<file path="src/rtl/pulse_pkg.sv">
// Shared types and constants for the burst pulse generator.
package pulse_pkg;

    // Default width of the length/count fields and counters.
    localparam int DEFAULT_CNTR_W = 16;

    // Width of the latched config fields. Any CNTR_W up to this value is supported.
    localparam int MAX_CNTR_W = 32;

    typedef enum logic [1:0] {
        IDLE = 2'd0,
        HIGH = 2'd1,
        LOW  = 2'd2
    } pulse_state_t;

    // Burst configuration captured on an accepted start.
    typedef struct packed {
        logic [MAX_CNTR_W-1:0] high_len;
        logic [MAX_CNTR_W-1:0] low_len;
        logic [MAX_CNTR_W-1:0] pulse_cnt;
    } pulse_cfg_t;

    // A zero gap is stretched to one cycle so adjacent pulses stay separable.
    function automatic logic [MAX_CNTR_W-1:0] eff_gap(input logic [MAX_CNTR_W-1:0] low_len);
        return (low_len == '0) ? MAX_CNTR_W'(1) : low_len;
    endfunction

endpackage

</file>
<file path="src/rtl/pulse_burst_cntr.sv">
// Loadable down-counter with a zero flag. Stops at zero instead of wrapping.
module pulse_burst_cntr #(
    parameter int W = 16
) (
    input  logic         clk,
    input  logic         nrst,
    input  logic         clr,
    input  logic         load,
    input  logic [W-1:0] load_val,
    input  logic         dec,
    output logic [W-1:0] count,
    output logic         zero
);

    logic [W-1:0] count_reg;

    // Clear has priority over load, load over decrement; decrement saturates at zero.
    always_ff @(posedge clk or negedge nrst) begin
        if (!nrst) begin
            count_reg <= '0;
        end else if (clr) begin
            count_reg <= '0;
        end else if (load) begin
            count_reg <= load_val;
        end else if (dec && (count_reg != '0)) begin
            count_reg <= count_reg - 1'b1;
        end
    end

    assign count = count_reg;
    assign zero  = (count_reg == '0);

endmodule

</file>
<file path="src/rtl/pulse_burst_gen.sv">
// Programmable burst pulse generator: pulse_cnt pulses of high_len cycles
// separated by max(low_len,1) low cycles, with busy/done status.
module pulse_burst_gen
    import pulse_pkg::*;
#(
    parameter int CNTR_W = DEFAULT_CNTR_W
) (
    input  logic              clk,
    input  logic              nrst,
    input  logic              start,
    input  logic              stop,
    input  logic [CNTR_W-1:0] high_len,
    input  logic [CNTR_W-1:0] low_len,
    input  logic [CNTR_W-1:0] pulse_cnt,
    output logic              out,
    output logic              busy,
    output logic              done,
    output logic [CNTR_W-1:0] pulses_left
);

    pulse_state_t      state_reg, state_next;
    pulse_cfg_t        cfg_reg, cfg_next;
    logic              out_reg, out_next;
    logic              busy_reg, busy_next;
    logic              done_reg, done_next;

    logic              accept;
    logic [CNTR_W-1:0] hi_reload;
    logic [CNTR_W-1:0] lo_reload;
    logic [CNTR_W-1:0] cnt_reload;

    logic              phase_clr, phase_load, phase_dec, phase_zero;
    logic [CNTR_W-1:0] phase_load_val;
    logic [CNTR_W-1:0] phase_count_unused;

    logic              pulse_clr, pulse_load, pulse_dec, pulse_zero;
    logic [CNTR_W-1:0] pulse_count;

    // Start qualification and config capture. Reload values come from cfg_next
    // so the first pulse uses the inputs present at the accepting edge.
    always_comb begin
        accept = (state_reg == IDLE) && start && !stop &&
                 (pulse_cnt != '0) && (high_len != '0);
        cfg_next = cfg_reg;
        if (accept) begin
            cfg_next.high_len  = MAX_CNTR_W'(high_len);
            cfg_next.low_len   = MAX_CNTR_W'(low_len);
            cfg_next.pulse_cnt = MAX_CNTR_W'(pulse_cnt);
        end
        hi_reload  = CNTR_W'(cfg_next.high_len - MAX_CNTR_W'(1));
        lo_reload  = CNTR_W'(eff_gap(cfg_reg.low_len) - MAX_CNTR_W'(1));
        cnt_reload = CNTR_W'(cfg_next.pulse_cnt - MAX_CNTR_W'(1));
    end

    // Next-state and counter control. Outputs default to the idle values.
    always_comb begin
        state_next = state_reg;
        out_next   = 1'b0;
        busy_next  = 1'b0;
        done_next  = 1'b0;
        phase_clr  = 1'b0;
        phase_load = 1'b0;
        phase_dec  = 1'b0;
        pulse_clr  = 1'b0;
        pulse_load = 1'b0;
        pulse_dec  = 1'b0;
        case (state_reg)
            IDLE: begin
                if (accept) begin
                    state_next = HIGH;
                    out_next   = 1'b1;
                    busy_next  = 1'b1;
                    phase_load = 1'b1;
                    pulse_load = 1'b1;
                end
            end
            HIGH: begin
                if (stop) begin
                    state_next = IDLE;
                    phase_clr  = 1'b1;
                    pulse_clr  = 1'b1;
                end else if (phase_zero) begin
                    if (pulse_zero) begin
                        // Last high cycle: finish with no trailing gap.
                        state_next = IDLE;
                        done_next  = 1'b1;
                    end else begin
                        state_next = LOW;
                        busy_next  = 1'b1;
                        phase_load = 1'b1;
                    end
                end else begin
                    out_next  = 1'b1;
                    busy_next = 1'b1;
                    phase_dec = 1'b1;
                end
            end
            LOW: begin
                if (stop) begin
                    state_next = IDLE;
                    phase_clr  = 1'b1;
                    pulse_clr  = 1'b1;
                end else if (phase_zero) begin
                    state_next = HIGH;
                    out_next   = 1'b1;
                    busy_next  = 1'b1;
                    phase_load = 1'b1;
                    pulse_dec  = 1'b1;
                end else begin
                    busy_next = 1'b1;
                    phase_dec = 1'b1;
                end
            end
            default: begin
                state_next = IDLE;
                phase_clr  = 1'b1;
                pulse_clr  = 1'b1;
            end
        endcase
    end

    // Leaving HIGH loads the gap; entering HIGH (from IDLE or LOW) loads the high time.
    assign phase_load_val = (state_reg == HIGH) ? lo_reload : hi_reload;

    // FSM state, latched config and registered outputs.
    always_ff @(posedge clk or negedge nrst) begin
        if (!nrst) begin
            state_reg <= IDLE;
            cfg_reg   <= '0;
            out_reg   <= 1'b0;
            busy_reg  <= 1'b0;
            done_reg  <= 1'b0;
        end else begin
            state_reg <= state_next;
            cfg_reg   <= cfg_next;
            out_reg   <= out_next;
            busy_reg  <= busy_next;
            done_reg  <= done_next;
        end
    end

    pulse_burst_cntr #(.W(CNTR_W)) u_phase_cntr (
        .clk      (clk),
        .nrst     (nrst),
        .clr      (phase_clr),
        .load     (phase_load),
        .load_val (phase_load_val),
        .dec      (phase_dec),
        .count    (phase_count_unused),
        .zero     (phase_zero)
    );

    pulse_burst_cntr #(.W(CNTR_W)) u_pulse_cntr (
        .clk      (clk),
        .nrst     (nrst),
        .clr      (pulse_clr),
        .load     (pulse_load),
        .load_val (cnt_reload),
        .dec      (pulse_dec),
        .count    (pulse_count),
        .zero     (pulse_zero)
    );

    assign out         = out_reg;
    assign busy        = busy_reg;
    assign done        = done_reg;
    assign pulses_left = pulse_count;

endmodule
</file>
<file path="config.mk">
export PLATFORM = sky130hd
export DESIGN_NAME = pulse_burst_gen
export DESIGN_NICKNAME = d
export VERILOG_FILES = /design/src/rtl/pulse_pkg.sv /design/src/rtl/pulse_burst_cntr.sv /design/src/rtl/pulse_burst_gen.sv
export SDC_FILE = /design/constraint.sdc
export NUM_CORES = 1
export LEC_CHECK = 0
export BUFFER_PORTS_ARGS = -buffer_cell sky130_fd_sc_hd__buf_2
export CORE_MARGIN = 3
export CORE_UTILIZATION = 45
export DETAILED_ROUTE_END_ITERATION = 10
export GPL_TIMING_DRIVEN = 0
export HOLD_SLACK_MARGIN = 0.05
export MAX_ROUTING_LAYER = met4
export PLACE_DENSITY = 0.66
export SKIP_LAST_GASP = 1
export SYNTH_ARGS = -nofsm -noshare
export SYNTH_HDL_FRONTEND = slang
export SYNTH_SLANG_ARGS = --single-unit
</file>
<file path="constraint.sdc">
create_clock -name clk -period 10 [get_ports clk]
set_input_delay 0.5 -clock clk [delete_from_list [all_inputs] [get_ports clk]]
set_output_delay 0.5 -clock clk [all_outputs]
set_load 0.01 [all_outputs]
</file>
======== Yosys cells after proc, flatten, opt, wreduce, memory -nomap -nowiden ========
Index checks and enable logic that the tools add are counted.
word-level totals
  bits in registers ....................... 117
cells by class
  add/sub/neg operators ................... 5
  eq/ne operators ......................... 5
  multiplexer cells ....................... 39
  reduce and logical (&&, ||, !) cells .... 19
operators with widths
  operator                 count
  $mux W16                 8
  $mux W96                 1
  $sub A16 B1 Y16 const B  5
  $reduce_bool A16 Y1      4
  $logic_not A16 Y1        2
  $logic_not A32 Y1        1
  $mux W1                  19
  $mux W2                  6
  $pmux W1 S3              3
  $logic_and A1 B1 Y1      6
  $ne A3 B3 Y1 const B     2
  $pmux W2 S3              1
  $reduce_bool A3 Y1       2
  $reduce_and A3 Y1        1
  $eq A2 B1 Y1 const B     1
  $eq A2 B2 Y1 const B     1
  $logic_not A2 Y1         1
  $ne A2 B2 Y1 const B     1
  $pmux W1 S2              1
  $reduce_or A2 Y1         1
  $logic_not A1 Y1         1

======== Logic depth before layout (Yosys ltp) ========
Gate-level depths: netlist of the first run.
  depth after elaboration ................. 10
  depth in mapped cells ................... 20
  mapped depth without buffers ............ 16

======== By module ========
Synthesis of the first run repeated with hierarchy kept, for this count alone.
unflattened totals
  cell total of the unflattened synthesis .. 620
  area total of the unflattened synthesis .. 5362.6 um2
modules (own cells, without submodules)
  module            times used  cells each  area an instance (um2)  sequential area each (um2)
  pulse_burst_gen   1           372         3218.1                  1326.3
  pulse_burst_cntr  2           124         1072.3                  400.4

======== Least setup slack after synthesis of the first run ========
Ideal clock, no wire load.
  kind .................................... input port to flip-flop
  start point ............................. in pulse_cnt[3]
  end point ............................... reg u_pulse_cntr.count_reg[14] (netlist: u_pulse_cntr.count[14])
  arrival ................................. 4.086 ns
  required time ........................... 9.913 ns
  setup slack ............................. 5.827 ns
  stages .................................. 18
  buffers on the path ..................... 5
  path through ............................ nor4_1 and4_1 buf_6 or3_4 buf_6 buf_6 clkbuf_1 clkbuf_1 mux2i_1 ha_1 nor3b_1 and2_1 mux2i_1 a211o_1 a21oi_2 nand2_1 xor2_1 a211oi_2
between the ends
  longest elaborated chain between the ends .. 7
  elaborated cells between the ends (all ways) .. 10
RTL lines
  element                                     RTL line                                      text
  start, declared                             pulse_burst_gen.sv:14                         input logic [CNTR_W-1:0] pulse_cnt,
  $reduce_bool A16 Y1                         pulse_burst_gen.sv:43                         (pulse_cnt != '0) && (high_len != '0);
  $logic_and A1 B1 Y1                         pulse_burst_gen.sv:42                         accept = (state_reg == IDLE) && start && !stop &&
  $logic_and A1 B1 Y1                         pulse_burst_gen.sv:43
  $mux W96 or $mux W1 (tied branches)         pulse_burst_gen.sv:45, pulse_burst_gen.sv:69
  $sub A16 B1 Y16 or $mux W1 (tied branches)  pulse_burst_gen.sv:52, pulse_burst_gen.sv:67
  $mux W16                                    pulse_burst_cntr.sv:23                        end else if (load) begin
  $mux W16                                    pulse_burst_cntr.sv:21                        end else if (clr) begin
  end signal, assigned                        pulse_burst_cntr.sv:24                        count_reg <= load_val;
  end signal, assigned                        pulse_burst_cntr.sv:26                        count_reg <= count_reg - 1'b1;
  end, declared                               pulse_burst_cntr.sv:15                        logic [W-1:0] count_reg;
Several ways; a longest one is shown, not always the timed one.
A chain may end at the register's enable or synchronous reset.

======== Worst setup path after layout of the first run ========
  start point ............................. reg state_reg[0]
  end point ............................... reg u_pulse_cntr.count_reg[14] (netlist: u_pulse_cntr.count[14])
between the ends
  longest elaborated chain between the ends .. 9
  elaborated cells between the ends (all ways) .. 18
RTL lines
  element                                     RTL line                                      text
  start, declared                             pulse_burst_gen.sv:21                         pulse_state_t state_reg, state_next;
  start signal, assigned                      pulse_burst_gen.sv:134                        state_reg <= state_next;
  $logic_not A2 Y1                            pulse_burst_gen.sv:42, pulse_burst_gen.sv:67
  $logic_and A1 B1 Y1 (3 in a row)            pulse_burst_gen.sv:42
  $logic_and A1 B1 Y1                         pulse_burst_gen.sv:43
  $mux W96 or $mux W1 (tied branches)         pulse_burst_gen.sv:45, pulse_burst_gen.sv:69
  $sub A16 B1 Y16 or $mux W1 (tied branches)  pulse_burst_gen.sv:52, pulse_burst_gen.sv:67
  $mux W16                                    pulse_burst_cntr.sv:23
  $mux W16                                    pulse_burst_cntr.sv:21
Several ways; a longest one is shown, not always the timed one.

==> results.md, run 1 <==
- Register area share after synthesis: 38.0%
- Pwr/cell area: 333 mW/mm²
- Diode count: 0
- H-tree depth: 3
- Register share of total power: 28.5%
- Synth Area in Compound Gates: 19.1%
- Layout Nets: 663
- Fin Setup TNS: 0 ns
- Most Frequent Cell on Critical Path: clkbuf_1
- I/O Buffers: 70
- CTS Root Cell: clkbuf_8
- # IOs: slightly above 70
- Static Leak: between 2 and 2.5 nW
- Most frequent cells after synthesis: 101 x nand2_1, 69 x dfrtp_1, 51 x nor2_1, 22 x clkbuf_1, 19 x xnor2_1
- Detailed placement HPWL: 9840 µm
- Synth Area in Simple Gates: between 20% and 30%
- GP Congestion: a little over 0.9
- Number of remaining DRC errors: 0
- Clock Power Share: 14.6%
- Int Power: 0.943 mW
- All-Layer GR Usage: 24.6%
- Crit path max-delay family: buffers and inverters
- Combinational share of power: 56.9%
- Die extent in y: roughly 110 µm
- Clk buf depth: 2
- Die footprint: 0.0114 mm²
- CP Capture Type: flip-flop
- Layout cells sized above 1: roughly 20%
- Max-cap violation count: 0
- R2R depth: 20
- CP required: 10.28 ns
- Top cells by area, synth: dfrtp_1 38%, nand2_1 8.3%, nor2_1 4.2%, xnor2_1 3.7%, xor2_1 3.1%
- Critical Path Start Type: flip-flop
- Fmax: about 200 MHz
- Fillcell total: about 970
- Synth top area share: a little under two fifths
- Syn nets: 581
- Largest net degree at the start of global routing: 70
- Hold crit path type: in -> async
- Num CTS Buffers: 9
- Later-pin clock latency in the skew report: ~0.36 ns
- R2r endpoint: u_pulse_cntr.count[14]$_DFFE_PN0P_
- Area post-placement: 0.00510 mm²
- WL per Instance: 17.8 µm
- Ys Warns: 0
- CP Class: reg -> reg
- CP bufs+invs: 6
- Worst path max stage delay: 0.55 ns
- R2r startpoint: state_reg[0]$_DFFE_PN0P_
- Vias/cell: 5.77
- EDFF count, synth: 0
- Finish-stage setup viols: 0
- Net Switching: 0.824 mW
- Share of synthesized area spent on multiplexers: 3.91%
- Post-synthesis register bit count: 69
- Number of global-route vias before repair: 4258
- CTS tree: built
- Area growth from synthesis to layout: 16.7%
- Post-synthesis instance area: 0.00455 mm²
- XOR/XNOR share of the synthesized area: 6.74%
- Hold Fails Final Rpt: 0
- Postcts setup bufs: 0
- Crit Path Max Fanout: 10
- Post-synth top area cell: dfrtp_1
- Final period utilization: 50.8%
- Clk sink count: 69
- Antenna Nets Post-Route: 0
- First drt pass iteration count: 5
- Worst slew margin: 36.7%
- Design Area, Final: around 0.0053 mm²
- Fin Clk Skew: 0.0129 ns
- Detailed-route via count: approximately 4300
- Worst EP arrival: 5.36 ns
- Clock transition at path regs: 0.09 ns
- Die Span X: between 100 and 150 µm
- Most numerous cell in the Yosys netlist: nand2_1
- Largest family of logic cells by synthesized area: simple AND/OR/NAND/NOR gates
- Final min period: about 5 ns
- Iteration-0 DRC count of the detailed router: between 200 and 250
- Syn Inst Count: 523
- PostCTS Resize Cnt: 0
- Sequential cell area: 0.00173 mm²
- Multi-input gate area: 0.00261 mm²
- RSZ-0062 raised after global routing: false
- Worst VDD drop: about 0.16 mV
- Synth Area in Adders: under 10%
- Max Slew Vio Count: 0
- Crit-path slowest cell: clkbuf_1
- Total power draw: between 1.5 and 2 mW
- Cell Chain, Critical Path: inv_1 > ha_1 > nand2_1 > or2_1 > clkbuf_1 > or3_4 > buf_6 > buf_6 > clkbuf_1 > clkbuf_1 > mux2i_1 > ha_1 > nor3b_1 > and2_1 > mux2i_1 > a211o_1 > a21oi_2 > nand2_1 > xor2_1 > a211oi_2
- Initial antenna violation count: 0
- Switch share: 46.6%
- Site row count: 36
- GRT Residual Overflow: 0
- Worst hold margin: 0.115 ns
- Netlist cell types: 71
- Initial Utilization: 46.3%
- Worst Max-Slew Pin Slew: 0.943 ns
- First-pass GRT wire length: 21600 µm
- Post-synth ARST share: 100%
- Core area: 0.00982 mm²
- Status: completed
- Fin util: 54.1%
- R2R setup slack: 4.92 ns
- WL final: ~13000 µm
- Synthesized area per cell: 8.70 µm²
- Main synth FF type: dfrtp_1
- Hold_buf cts: 0
- Max reg flops: 32
==> through the flow <==
| step | setup WS (ns) | cells |
|---|---|---|
| floorplan | 5.83 | 523 |
| global placement | 4.69 | 726 |
| detailed placement | 4.63 | 727 |
| CTS | 4.97 | 743 |
| global route | 4.61 | 743 |
| finish | 4.92 | 743 |
==> how the worst max path moves through the flow <==
stage          depth (start not counted)                            endpoint                      from
4_1_cts                               20  u_pulse_cntr.count[14]$_DFFE_PN0P_  state_reg[0]$_DFFE_PN0P_
5_1_grt                               20  u_pulse_cntr.count[14]$_DFFE_PN0P_  state_reg[0]$_DFFE_PN0P_
3_5_place_dp                          19  u_pulse_cntr.count[14]$_DFFE_PN0P_               high_len[0]
2_1_floorplan                         18  u_pulse_cntr.count[14]$_DFFE_PN0P_              pulse_cnt[3]
6_report                              20  u_pulse_cntr.count[14]$_DFFE_PN0P_  state_reg[0]$_DFFE_PN0P_
3_3_place_gp                          19  u_pulse_cntr.count[14]$_DFFE_PN0P_               high_len[0]
==> power groups by stage <==
stage / registers, mW / logic [mW] / clock network, mW
3_5_place_dp: 0.507 / 0.989 / 0
4_1_cts: 0.501 / 0.995 / 0.259
5_1_grt: 0.519 / 1.10 / 0.270
2_1_floorplan: 0.492 / 0.729 / 0
3_3_place_gp: 0.503 / 0.972 / 0
6_report: 0.504 / 1.00 / 0.258
==> cell usage in the layout, fill, tap and decap left out, types with 14 or more instances in the layout <==
cell type	instances
a21oi_1	15
buf_2	72
clkbuf_1	23
dfrtp_1	69
inv_1	17
nand2_1	101
nor2_1	51
nor4_1	14
xnor2_1	19
xor2_1	16
==> logic make-up after synthesis <==
logic type | after synthesis
and+or+nand+nor | 237
AOI/OAI and AO/OA | 112
DFF | 69
buffers and inverters | 48
xor gates and xnor gates | 35
muxes | 16
adders and majority gates | 6
==> metal layers <==
layer / vias up / routed length (µm) / global-route usage (%)
li1: 2037 / - / -
met1: 2071 / 6170 / 33.7
met2: 151 / 6000 / 37.6
met3: 27 / 723 / 3.16
met4: 0 / 321 / 9.22
met5: - / 0 / -
==> layout make-up <==
class	count	share of cell area, %
multi-input cells	406	49.0
flip-flops and latches	69	32.5
repair buffers	71	7.16
well taps	133	3.13
plain buffers	31	2.90
clock buffers	10	2.40
clock inverters	6	1.65
inverters	17	1.20
No activity file was read; power rests on OpenSTA's default activity.
==> inputs of run 2 (changes only) <==
--- a/config.mk
+++ b/config.mk
@@ -12,7 +12,7 @@
 export GPL_TIMING_DRIVEN = 0
 export HOLD_SLACK_MARGIN = 0.05
 export MAX_ROUTING_LAYER = met4
-export PLACE_DENSITY = 0.66
+export PLACE_DENSITY = 0.68
 export SKIP_LAST_GASP = 1
 export SYNTH_ARGS = -nofsm -noshare
 export SYNTH_HDL_FRONTEND = slang
==> constraint.sdc (replaced) <==
create_clock -name clk -period 4.3 [get_ports clk]
set_input_delay 0.215 -clock clk [delete_from_list [all_inputs] [get_ports clk]]
set_output_delay 0.215 -clock clk [all_outputs]
set_load 0.01 [all_outputs]
==> results.md, run 2 (same netlist as run 1, synthesis figures left out) <==
- Final period utilization: 95.4%
- RSZ-0062 raised after global routing: false
- Fillcell total: between 900 and 1000
- Hold crit path type: in -> reg
- Detailed placement HPWL: 9730 µm
- Worst EP arrival: 4.38 ns
- All-Layer GR Usage: 24.5%
- Grt met2 use: 38.5%
- Max reg flops: 32
- Worst slew margin: between 30% and 40%
- WL per Instance: 17.0 µm
- Total power draw: 4.02 mW
- Layout cells sized above 1: 20.5%
- CTS Root Cell: clkbuf_8
- Finished Layout Cells: 758
- Worst hold margin: 0.0903 ns
- Net Switching: 1.91 mW
- Detailed-route via count: 4324
- Status: completed
- Commonest non-fill, non-tap cell in the layout: nand2_1
- Num CTS Buffers: 9
- Int Power: 2.10 mW
- Fin util: 55.6%
- Max Slew Vio Count: 0
- Diode count: 0
- Number of remaining DRC errors: 0
- Worst VDD drop: 0.314 mV
- Max-cap violation count: 0
- Met1 usage: 32.5%
- Combinational share of power: 58.2%
- Fmax: around 240 MHz
- Setup ws final: 0.200 ns
- Met3 Use GR: 5.28%
- Iteration-0 DRC count of the detailed router: 239
- Vias/cell: 5.70
- Hold Fails Final Rpt: 0
- Pre-CTS WS: -0.748 ns
- Layout Nets: around 680
- GRT Residual Overflow: 0
- First-pass GRT wire length: 21600 µm
- Antenna Nets Post-Route: 0
- Critical Path Start Type: flip-flop
- Area post-placement: 0.00510 mm²
- Most frequent cells in the layout: 101 x nand2_1, 72 x buf_2, 69 x dfrtp_1
- WL final: roughly 13000 µm
- Register share of total power: 29.3%
- Placed cell count: between 700 and 800
- Switch share: a little under half
- Site row count: 36
- CP required: about 4.6 ns
- I/O Buffers: 70
- Busiest layer in global routing: met2
- Die footprint: approximately 0.011 mm²
- First drt pass iteration count: 5
- Fin Clk Skew: approximately 0.012 ns
- CP Class: reg -> reg
- Largest net degree at the start of global routing: 52
- Worst Max-Slew Pin Slew: 0.962 ns
- CP Capture Type: flip-flop
- Initial Utilization: between 40 and 50%
- Die Span X: approximately 110 µm
- Clock Power Share: 12.6%
- Final min period: between 4 and 5 ns
- Core area: 0.00982 mm²
- Initial antenna violation count: 0
- # IOs: between 70 and 80
- Crit Path Max Fanout: 19
- H-tree depth: 3
- Number of global-route vias before repair: 4283
- GP Congestion: slightly above 0.9
- Area growth from synthesis to layout: 20.0%
- Die extent in y: approximately 110 µm
- Postcts setup bufs: 0
- Design Area, Final: 0.00546 mm²
- Pwr/cell area: between 700 and 800 mW/mm²
- Clk buf depth: 2
- Static Leak: between 2 and 2.5 nW
- Later-pin clock latency in the skew report: ~0.37 ns
- Fin Setup TNS: 0 ns
- Clk sink count: 69
- Finish-stage setup viols: 0
- CTS tree: built
- Clock transition at path regs: 0.08 ns
run 2: cell types whose count changed in the layout (fill, tap and decap cells not counted), moves of 2 or more:
cell,change
bufinv_16,-2
clkbuf_1,-4
clkinv_4,-2
clkinvlp_4,+2
dlygate4sd3_1,+17
ha_1,-2
ha_2,+2
inv_6,+4
run 2: final cells by class:
class	count	area, µm²	area share (%)
multi-input combinational	406	2620	48.1
sequential	69	1730	31.6
timing repair buffer	88	551	10.1
tap	133	166	3.05
buffer	29	150	2.75
clock buffer	9	124	2.27
inverter	17	63.8	1.17
clock inverter	7	55.1	1.01
run 2: layer usage:
metal | share of wire, % | vias up | routed length [µm]
met5 | 0 | - | 0
met4 | 1.6 | 0 | 200
met3 | 5.6 | 21 | 721
met2 | 48 | 136 | 6140
met1 | 45 | 2091 | 5830
li1 | - | 2076 | -
run 2: power by group through the flow:
stage | registers (mW) | logic [mW] | clock network, mW
floorplan | 1.14 | 1.70 | 0
global placement | 1.17 | 2.26 | 0
detailed placement | 1.18 | 2.30 | 0
CTS | 1.17 | 2.33 | 0.515
global route | 1.21 | 2.58 | 0.540
finish | 1.17 | 2.34 | 0.504
run 2: worst max-delay path, stage by stage, from the launching register on:
cell and delay (ns):
dfrtp_1 0.41, inv_1 0.11, ha_2 0.23, nand2_1 0.08
or2_4 0.27, or3_4 0.41, buf_6 0.17, buf_6 0.17
clkbuf_4 0.22, mux2i_1 0.19, ha_2 0.24, nor3b_4 0.23
and2_1 0.16, mux2i_1 0.12, a211o_1 0.35, a21oi_2 0.16
nand2_1 0.09, xor2_1 0.20, a211oi_2 0.22
run 2: worst paths after layout:
| kind | cells after the start | from | slack [ns] | endpoint |
|---|---|---|---|---|
| min | 3 | high_len[0] | 0.09 | cfg_reg[64]$_DFF_PN0_ |
| min reg2reg | 2 | cfg_reg[79]$_DFF_PN0_ | 0.49 | cfg_reg[79]$_DFF_PN0_ |
| max reg2reg | 18 | state_reg[0]$_DFFE_PN0P_ | 0.20 | u_pulse_cntr.count[14]$_DFFE_PN0P_ |
| max in group asynchronous | 3 | nrst | 3.47 | cfg_reg[69]$_DFF_PN0_ |
| min in group asynchronous | 2 | nrst | 0.28 | u_pulse_cntr.count[7]$_DFFE_PN0P_ |
| max | 18 | state_reg[0]$_DFFE_PN0P_ | 0.20 | u_pulse_cntr.count[14]$_DFFE_PN0P_ |
run 2: repair_timing:
action	in CTS	in global routing
endpoints found under the setup margin	4	5
hold endpoints to repair	34	0
resized for setup	4	3
hold buffers	17	0
==> inputs of run 3 (changes only) <==
--- a/config.mk
+++ b/config.mk
@@ -6,14 +6,17 @@
 export NUM_CORES = 1
 export LEC_CHECK = 0
 export BUFFER_PORTS_ARGS = -buffer_cell sky130_fd_sc_hd__buf_2
+export CELL_PAD_IN_SITES_DETAIL_PLACEMENT = 1
+export CELL_PAD_IN_SITES_GLOBAL_PLACEMENT = 1
 export CORE_MARGIN = 3
-export CORE_UTILIZATION = 45
+export CORE_UTILIZATION = 39
 export DETAILED_ROUTE_END_ITERATION = 10
 export GPL_TIMING_DRIVEN = 0
 export HOLD_SLACK_MARGIN = 0.05
 export MAX_ROUTING_LAYER = met4
-export PLACE_DENSITY = 0.68
+export PLACE_DENSITY = 0.77
 export SKIP_LAST_GASP = 1
+export SLEW_MARGIN = 20
 export SYNTH_ARGS = -nofsm -noshare
 export SYNTH_HDL_FRONTEND = slang
 export SYNTH_SLANG_ARGS = --single-unit
==> results.md, run 3 (same netlist as run 1, synthesis figures left out) <==
- All-Layer GR Usage: between 20% and 30%
- Total power draw: 4.33 mW
- GRT Residual Overflow: 0
- Most frequent cells in the layout: 101 x nand2_1, 72 x buf_2, 69 x dfrtp_1
- Die footprint: 0.0130 mm²
- Later-pin clock latency in the skew report: approximately 0.35 ns
- Fin Clk Skew: 0.00788 ns
- Critical Path Start Type: flip-flop
- Initial Utilization: 40.9%
- CP Capture Type: flip-flop
- R2r startpoint: state_reg[1]$_DFFE_PN0P_
- Max Slew Vio Count: 0
- First-pass GRT wire length: 25300 µm
- Fillcell total: 1359
- Max-cap violation count: 0
- Pwr/cell area: 801 mW/mm²
- Routed length on met1: 6860 µm
- Top routing layer in use: met4
- Status: completed
- Number of global-route vias before repair: 4774
- Placed cell count: 734
- GP Congestion: 0.888
- R2R setup slack: 0.20 ns
- CTS tree: built
- WL final: 15400 µm
- Diode count: 0
- Clk sink count: 69
- Worst Max-Slew Pin Slew: 1.09 ns
- Cell Chain, Critical Path: inv_1 > ha_2 > nand2_1 > or2_4 > or3_4 > buf_6 > buf_6 > clkbuf_4 > mux2i_1 > ha_2 > nor3b_4 > and2_1 > mux2i_2 > a211o_1 > a21oi_2 > nand2_1 > xor2_1 > a211oi_2
- Worst EP arrival: 4.37 ns
- H-tree depth: 3
- Final min period: roughly 4.1 ns
- Site row count: 38
- Sequential cell area: roughly 0.0017 mm²
- Antenna Nets Post-Route: 0
- Iteration-0 DRC count of the detailed router: 241
- Clock transition at path regs: about 0.060 ns
- Num CTS Buffers: 9
- Detailed-route via count: 4373
- Static Leak: ~2.5 nW
- Core area: 0.0111 mm²
- Layout cells sized above 1: a little over a fifth
- Max reg flops: 32
- Largest net degree at the start of global routing: between 40 and 50
- Vias/cell: 5.84
- Initial antenna violation count: 0
- Worst slew margin: 26.8%
- CP Class: reg -> reg
- First drt pass iteration count: 4
- Crit Path Max Fanout: 19
- Worst hold margin: approximately 0.060 ns
- I/O Buffers: 70
- Layout Nets: 662
- Finish-stage setup viols: 0
- Worst VDD drop: 0.386 mV
- Met3 Wirelength: 625 µm
- Fin util: 48.5%
- Hold crit path type: in -> reg
- Met2 WL: 7410 µm
- # IOs: a little over 70
- Commonest non-fill, non-tap cell in the layout: nand2_1
- Number of remaining DRC errors: 0
- Die Span X: approximately 110 µm
- Detailed placement HPWL: between 10000 and 15000 µm
- RSZ-0062 raised after global routing: true
- Crit-path slowest cell: or3_4
- WL per Instance: 20.5 µm
- Final period utilization: a little over nine tenths
- Hold Fails Final Rpt: 0
- Die extent in y: between 100 and 150 µm
- Clk buf depth: 2
- Worst path max stage delay: 0.41 ns
- Fin Setup TNS: 0 ns
- Fmax: 244 MHz
- CP required: 4.57 ns
- Finished Layout Cells: 749
- CTS Root Cell: clkbuf_16
- Worst hold start: low_len[11]
- Area growth from synthesis to layout: 18.7%
- Multi-input gate area: 0.00263 mm²
- Critical path origin: state_reg[1]$_DFFE_PN0P_
==> run 3: through the flow <==
stage	worst slack, ns	instance area (µm²)
after global routing	-0.0259	5400
after floorplan	0.171	4550
after global placement	-0.840	5070
after CTS	0.00185	5390
final	0.197	5400
after detailed placement	-0.899	5100
==> run 3: final cells by class <==
type / instances / area share, %
multi-input cells: 406 / 48.7
flip-flops and latches: 69 / 32.0
repair buffers: 73 / 7.37
clock buffers: 11 / 4.31
well taps: 140 / 3.24
inverters: 17 / 1.18
plain buffers: 28 / 2.71
clock inverters: 5 / 0.510
==> run 3: power breakdown <==
part	switching, mW	internal, mW
sequential	0.253	0.926
combinational	1.48	0.977
clock	0.300	0.387
total	2.04	2.29
==> run 3: worst max-delay path, delay by kind of cell, from the launching register on <==
kind	cells	cell delay, ns
flip-flops	1	0.40
AO/OA/AOI/OAI	3	0.69
multiplexers	2	0.30
adder cells (fa/ha/maj)	2	0.47
AND/OR/NAND/NOR	6	1.26
XOR/XNOR	1	0.20
buffers and inverters	4	0.68
==> run 3: worst paths after layout <==
path / to / cells after the start
hold / removal: cfg_reg[43]$_DFFE_PN0N_ / 3
setup reg to reg: u_pulse_cntr.count[14]$_DFFE_PN0P_ / 18
setup / recovery: u_pulse_cntr.count[14]$_DFFE_PN0P_ / 18
hold reg to reg: cfg_reg[79]$_DFF_PN0_ / 2
min in group asynchronous: u_pulse_cntr.count[6]$_DFFE_PN0P_ / 2
max in group asynchronous: cfg_reg[65]$_DFF_PN0_ / 3
==> run 3: layer usage <==
layer	GRT usage [%]	vias to the layer above
li1	-	2043
met1	32.8	2187
met3	3.24	36
met4	11.1	0
met5	-	-
met2	40.6	107
==> run 3: timing repair <==
| item | CTS | global route |
|---|---|---|
| pin swaps | 1 | 1 |
| resized for setup | 6 | 4 |
| endpoints found under the setup margin | 5 | 7 |
| hold buffers | 1 | 0 |
| hold endpoints to repair | 27 | 0 |
| buffers inserted | 0 | 1 |
